$ cat src/rtl/leb128_encoder.sv
// -----------------------------------------------------------------------------
// leb128_encoder
// Serialises one stack value (value + result type) into WebAssembly immediate
// byte format: LEB128 (unsigned or signed) for i32/i64, raw little-endian bytes
// for f32/f64. One value is accepted via valid/ready; its bytes then leave one
// per cycle via valid/ready, with out_last marking the final byte.
//
// Ports
//   clk        in   1   clock, all logic on posedge
//   reset      in   1   synchronous active-low reset
//   in_value   in   64  value; i32/f32 use bits [31:0]
//   in_type    in   2   0=i32, 1=i64, 2=f32, 3=f64 (cpu type codes)
//   in_signed  in   1   1 = SLEB128, 0 = ULEB128 (ignored for f32/f64)
//   in_valid   in   1   value offered
//   in_ready   out  1   encoder idle, value accepted on in_valid && in_ready
//   out_byte   out  8   encoded byte
//   out_valid  out  1   out_byte valid
//   out_ready  in   1   sink takes byte on out_valid && out_ready
//   out_last   out  1   out_byte is the final byte of the value
// -----------------------------------------------------------------------------
module leb128_encoder (
   input  logic        clk,
   input  logic        reset,
   input  logic [63:0] in_value,
   input  logic [1:0]  in_type,
   input  logic        in_signed,
   input  logic        in_valid,
   output logic        in_ready,
   output logic [7:0]  out_byte,
   output logic        out_valid,
   input  logic        out_ready,
   output logic        out_last
);

   localparam logic [1:0] TYPE_I32 = 2'd0;
   localparam logic [1:0] TYPE_I64 = 2'd1;
   localparam logic [1:0] TYPE_F32 = 2'd2;
   localparam logic [1:0] TYPE_F64 = 2'd3;

   localparam logic [0:0] ST_IDLE = 1'b0;
   localparam logic [0:0] ST_EMIT = 1'b1;

   logic [0:0]  r_state;
   logic [63:0] r_work;
   logic [1:0]  r_type;
   logic        r_signed;
   logic [3:0]  r_cnt;
   logic [7:0]  r_out_byte;
   logic        r_out_valid;
   logic        r_out_last;

   logic [63:0] w_ext;
   logic [63:0] w_src_work;
   logic [1:0]  w_src_type;
   logic        w_src_signed;
   logic [3:0]  w_src_cnt;
   logic [72:0] w_step;
   logic [63:0] w_rest;
   logic        w_done;
   logic [7:0]  w_byte;
   logic        w_byte_taken;

   // One encoding step: returns {remaining work, last flag, byte to emit}.
   // cnt is the index of the byte being produced.
   function automatic logic [72:0] enc_step(
      input logic [63:0] work,
      input logic [1:0]  typ,
      input logic        sgn,
      input logic [3:0]  cnt
   );
      logic [63:0] rest;
      logic [6:0]  low7;
      logic        done;
      logic [7:0]  b;
      rest = 64'd0;
      low7 = 7'd0;
      done = 1'b0;
      b    = 8'h00;
      case (typ)
         TYPE_F32, TYPE_F64: begin
            b    = work[7:0];
            rest = work >> 8;
            done = (typ == TYPE_F32) ? (cnt == 4'd3) : (cnt == 4'd7);
         end
         default: begin
            low7 = work[6:0];
            if (sgn) begin
               rest = $signed(work) >>> 7;
               // Signed termination also needs the sign bit of the emitted
               // group to match the remaining sign fill.
               done = ((rest == 64'd0) && !low7[6]) ||
                      ((rest == {64{1'b1}}) && low7[6]);
            end else begin
               rest = work >> 7;
               done = (rest == 64'd0);
            end
            // Hard length cap; coincides with natural termination for
            // properly extended values, so no payload is actually lost.
            if ((typ == TYPE_I32) && (cnt == 4'd4)) begin
               done = 1'b1;
            end else if ((typ == TYPE_I64) && (cnt == 4'd9)) begin
               done = 1'b1;
            end else begin
               done = done;
            end
            b = {~done, low7};
         end
      endcase
      return {rest, done, b};
   endfunction

   // Extend the incoming value to the 64-bit working width by type.
   always_comb begin
      w_ext = in_value;
      case (in_type)
         TYPE_I32: w_ext = in_signed ? {{32{in_value[31]}}, in_value[31:0]}
                                     : {32'd0, in_value[31:0]};
         TYPE_F32: w_ext = {32'd0, in_value[31:0]};
         default:  w_ext = in_value;
      endcase
   end

   // Step source: fresh input while idle, the working register while emitting.
   always_comb begin
      w_src_work   = r_work;
      w_src_type   = r_type;
      w_src_signed = r_signed;
      w_src_cnt    = r_cnt;
      if (r_state == ST_IDLE) begin
         w_src_work   = w_ext;
         w_src_type   = in_type;
         w_src_signed = in_signed;
         w_src_cnt    = 4'd0;
      end else begin
         w_src_work   = r_work;
         w_src_type   = r_type;
         w_src_signed = r_signed;
         w_src_cnt    = r_cnt;
      end
   end

   assign w_step       = enc_step(w_src_work, w_src_type, w_src_signed, w_src_cnt);
   assign w_rest       = w_step[72:9];
   assign w_done       = w_step[8];
   assign w_byte       = w_step[7:0];
   assign w_byte_taken = r_out_valid && out_ready;

   // Control FSM, working register and registered byte output.
   always_ff @(posedge clk) begin
      if (!reset) begin
         r_state     <= ST_IDLE;
         r_work      <= 64'd0;
         r_type      <= 2'd0;
         r_signed    <= 1'b0;
         r_cnt       <= 4'd0;
         r_out_byte  <= 8'h00;
         r_out_valid <= 1'b0;
         r_out_last  <= 1'b0;
      end else begin
         case (r_state)
            ST_IDLE: begin
               if (in_valid) begin
                  // First byte is computed from the input directly so it is
                  // presented on the cycle after acceptance.
                  r_state     <= ST_EMIT;
                  r_work      <= w_rest;
                  r_type      <= in_type;
                  r_signed    <= in_signed;
                  r_cnt       <= 4'd1;
                  r_out_byte  <= w_byte;
                  r_out_last  <= w_done;
                  r_out_valid <= 1'b1;
               end else begin
                  r_state <= ST_IDLE;
               end
            end
            ST_EMIT: begin
               if (w_byte_taken) begin
                  if (r_out_last) begin
                     r_state     <= ST_IDLE;
                     r_out_valid <= 1'b0;
                     r_out_last  <= 1'b0;
                     r_out_byte  <= 8'h00;
                  end else begin
                     r_work     <= w_rest;
                     r_cnt      <= r_cnt + 4'd1;
                     r_out_byte <= w_byte;
                     r_out_last <= w_done;
                  end
               end else begin
                  r_state <= ST_EMIT;
               end
            end
            default: begin
               r_state     <= ST_IDLE;
               r_out_valid <= 1'b0;
               r_out_last  <= 1'b0;
            end
         endcase
      end
   end

   assign in_ready  = (r_state == ST_IDLE);
   assign out_byte  = r_out_byte;
   assign out_valid = r_out_valid;
   assign out_last  = r_out_last;

endmodule

$ cat config.mk
export PLATFORM = sky130hd
export DESIGN_NAME = leb128_encoder
export DESIGN_NICKNAME = d
export VERILOG_FILES = /design/src/rtl/leb128_encoder.sv
export SDC_FILE = /design/constraint.sdc
export NUM_CORES = 1
export LEC_CHECK = 0
export ABC_AREA = 0
export CAP_MARGIN = 30
export CORE_MARGIN = 4
export CORE_UTILIZATION = 45
export DETAILED_ROUTE_END_ITERATION = 10
export GPL_TIMING_DRIVEN = 0
export HOLD_SLACK_MARGIN = 0.15
export PLACE_DENSITY = 0.69
export SLEW_MARGIN = 20
export SYNTH_ARGS = -nofsm -noshare
export SYNTH_HDL_FRONTEND = slang
export SYNTH_SLANG_ARGS = --single-unit
$ cat constraint.sdc
create_clock -name clk -period 2.7 [get_ports clk]
set_input_delay 0.54 -clock clk [delete_from_list [all_inputs] [get_ports clk]]
set_output_delay 0.54 -clock clk [all_outputs]
set_load 0.01 [all_outputs]
==> out/metrics.yaml <==
outcome:
  status: "finished clean"
synthesis:
  ys_top_cells_by_area: "dfxtp_1 (31%), nand2_1 (9.8%), a21boi_0 (7.4%)"
  ys_ff_latch: 76
  netlist_top_cells_count: "nand2_1 (128), dfxtp_1 (76), a21boi_0 (48), o211ai_1 (26)"
  synth.area.mux_share: 0.0623
  synthCells: 618
  ys_types: 61
  synth_top_area_frac: 0.312
  yosysMostFrequentCell: "nand2_1"
  ys.flop_type: "dfxtp_1"
  seq_area_frac_synth: 0.312
  yosys_warnings: 0
  avgSynthCellArea_um2: 7.89
  synth_top_family_by_area: "compound AO/OA/AOI/OAI gates"
  netlist_area_mm2: 0.00488
  synth_compound_area_frac: 0.287
  synth_fa_ha_area_frac: 0.00256
  synth_edf_count: 0
  syn_nets: 690
  synthArstFlopShare: 0
  synth-xor-area-share: 0.00539
  synth-simple-area-share: 0.280
  yosys.area.top_type: "dfxtp_1"
setup_path:
  path_class: "in2reg"
  worst_setup_path_end_kind: "register"
  path_cells: "clkdlybuf4s50_1 -> clkbuf_4 -> and2b_2 -> buf_4 -> a31oi_1 -> nor4_2 -> a21oi_1 -> nand4b_1 -> nand4_1 -> and3_1"
  max_stage_delay_ns: 0.51
  r2r_start: "r_state"
  cpLargestDelayFamily: "simple AND/OR/NAND/NOR gates"
  critPathMaxFanout: 10
  arrival_ns: 2.94
  worstSetupStartpointType: "primary input"
  r2r-end: "out_byte[7]"
  path_buf_inv: 3
  crit_cells: 10
  worstRegToRegCells: 7
  slowest_stage: "clkdlybuf4s50_1"
  required_ns: 3.01
  r2r_setup_slack_ns: 0.07
job:
  max_cap_violations: 0
hold_path:
  holdPathEnd: "r_work[0]"
  hp-start: "r_work[0]"
  holdPathStages: 2
  hold_path_class: "reg2reg"
clocking:
  cts_tree: "built"
  clk_latency_ns: 0.37
  root_buffer: "clkbuf_8"
  cts_hold_buf: 0
  cts.sinks: 76
  cts_made_buffers: 9
  cts.clk_slew.worst_paths_ns: 0.10
  htree_num_levels: 3
  clockBufferDepth: 2
global_routing:
  grtUsageTotal: 0.321
  grt_pass1_wl_um: 31500
  antenna_found_initial: 0
  grt_pass1_vias: 5429
  grt_max_degree: 17
  overflow: 0
route:
  drtAntennaViolNets: 0
  dr.pass1.iters: 5
  wl_um: 20800
  drc_errors: 0
  vias_per_cell: 6.57
  wl_per_cell_um: 24.5
  vias: 5587
  drt_iter0_markers: 609
final_layout:
  fin_util: 0.584
  design_area_mm2: 0.00611
  final_cells: 850
  area_growth_pct: 25.3
  drive_gt1_frac: 0.102
  nNetsFinal: 781
  num_antenna_cells: 0
placed_design:
  dp_hpwl_um: 15700
  dpl_cell_area_mm2: 0.00585
  gp_congestion: 1.06
  placed_cells: 834
  port_buffers: 80
  dp_slack_ns: -0.370
timing:
  hold_viol: 0
  fmax_ghz: 0.380
  tightest_slew_ns: 0.763
  skew_ns: 0.0107
  report.final.slew_viol_count: 0
  finalCritPeriodShare: 0.974
  setup_ws_ns: 0.0698
  slew_headroom: 0.478
  setup_viol: 0
  period_minus_slack_ns: 2.63
floorplan:
  ioPinCount: 82
  die_x_um: 112
  start_util: 0.466
  core_area_mm2: 0.0105
  die_area_mm2: 0.0126
  die_y_um: 112
  rows: 37
power_and_ir_drop:
  totalPowerFinal_w: 0.00312
  p_leak_nw: 2.25
  powerDensity_mw_per_mm2: 510
  ir_drop_v: 0.000514
layer usage:
metal  vias to the layer above  part of all wire  global-route usage
li1                       2504                 -                   -
met3                        69              0.11              0.0501
met5                         -                 0                   0
met1                      2655              0.43               0.466
met4                         0             0.039               0.119
met2                       359              0.43               0.480
report_power, final:
group | total, W | internal, W | leakage (nW) | switching (W)
combinational | 0.000848 | 0.000353 | 1.52 | 0.000495
clock | 0.000970 | 0.000454 | 0.109 | 0.000517
sequential | 0.00130 | 0.00120 | 0.623 | 0.0000951
total | 0.00312 | 0.00201 | 2.25 | 0.00111
repair_timing:
item                       4_1_cts  5_1_grt
setup endpoints to repair        1       31
gates resized for setup          1       15
setup buffers                    0        0
registers in the layout, summed over array words and instances, names as in the netlist:
| name | count |
|---|---|
| r_state | 1 |
| out_last | 1 |
| out_byte | 8 |
| out_valid | 1 |
| r_work | 58 |
| r_signed | 1 |
| r_cnt | 4 |
| r_type | 2 |
cell families (layout without fill, tap and decap cells):
| family | after synthesis | in the layout |
|---|---|---|
| and+or+nand+nor | 275 | 275 |
| AOI/OAI and AO/OA | 183 | 183 |
| DFF | 76 | 76 |
| buffers and inverters | 53 | 149 |
| muxes | 27 | 27 |
| xor gates and xnor gates | 3 | 3 |
| adders and majority gates | 1 | 1 |
metrics by stage:
stage	hold WS [ns]	TNS (ns)
6_report	0.469	0
5_1_grt	0.497	-0.0114
4_1_cts	0.471	0
3_5_place_dp	0.456	-11.74
3_3_place_gp	0.452	-8.64
2_1_floorplan	0.436	0
cells in the final DEF (no fill, tap or decap), drive strengths merged, types with 9 or more instances in the layout:
cell           instances
nand2                128
clkdlybuf4s50         80
dfxtp                 76
a21boi                48
clkbuf                34
buf                   27
o211ai                26
a21oi                 23
nand3                 22
nor2b                 18
mux2i                 18
nor2                  18
nor4                  17
nand4                 15
nor3                  13
o21ai                 11
a221oi                10
nor3b                  9
a221o                  9
and3                   9
a211oi                 9
layout make-up:
class | instances | area, um2
clock inverters | 7 | 87.6
clock buffers | 9 | 124
multi-input cells | 489 | 3150
well taps | 136 | 170
repair buffers | 80 | 801
inverters | 1 | 7.51
flip-flops and latches | 76 | 1520
plain buffers | 52 | 253
fillers | 1028 | 4350
how the worst max path moves through the flow:
stage	slack [ns]	end	startpoint
floorplan	0.62	out_byte[7]	in_type[0]
global placement	-0.37	out_byte[7]	in_type[0]
detailed placement	-0.37	r_work[47]	out_ready
CTS	0.01	out_last	in_type[0]
global route	-0.01	out_byte[7]	in_value[31]
finish	0.07	out_last	in_type[0]
tightest hold or removal path, cell delays in order, from the launching register on:
cell      delay [ns]
dfxtp_1         0.32
nand2_1         0.05
a21boi_0        0.06
Note: power is estimated with default switching activity, not from simulation.
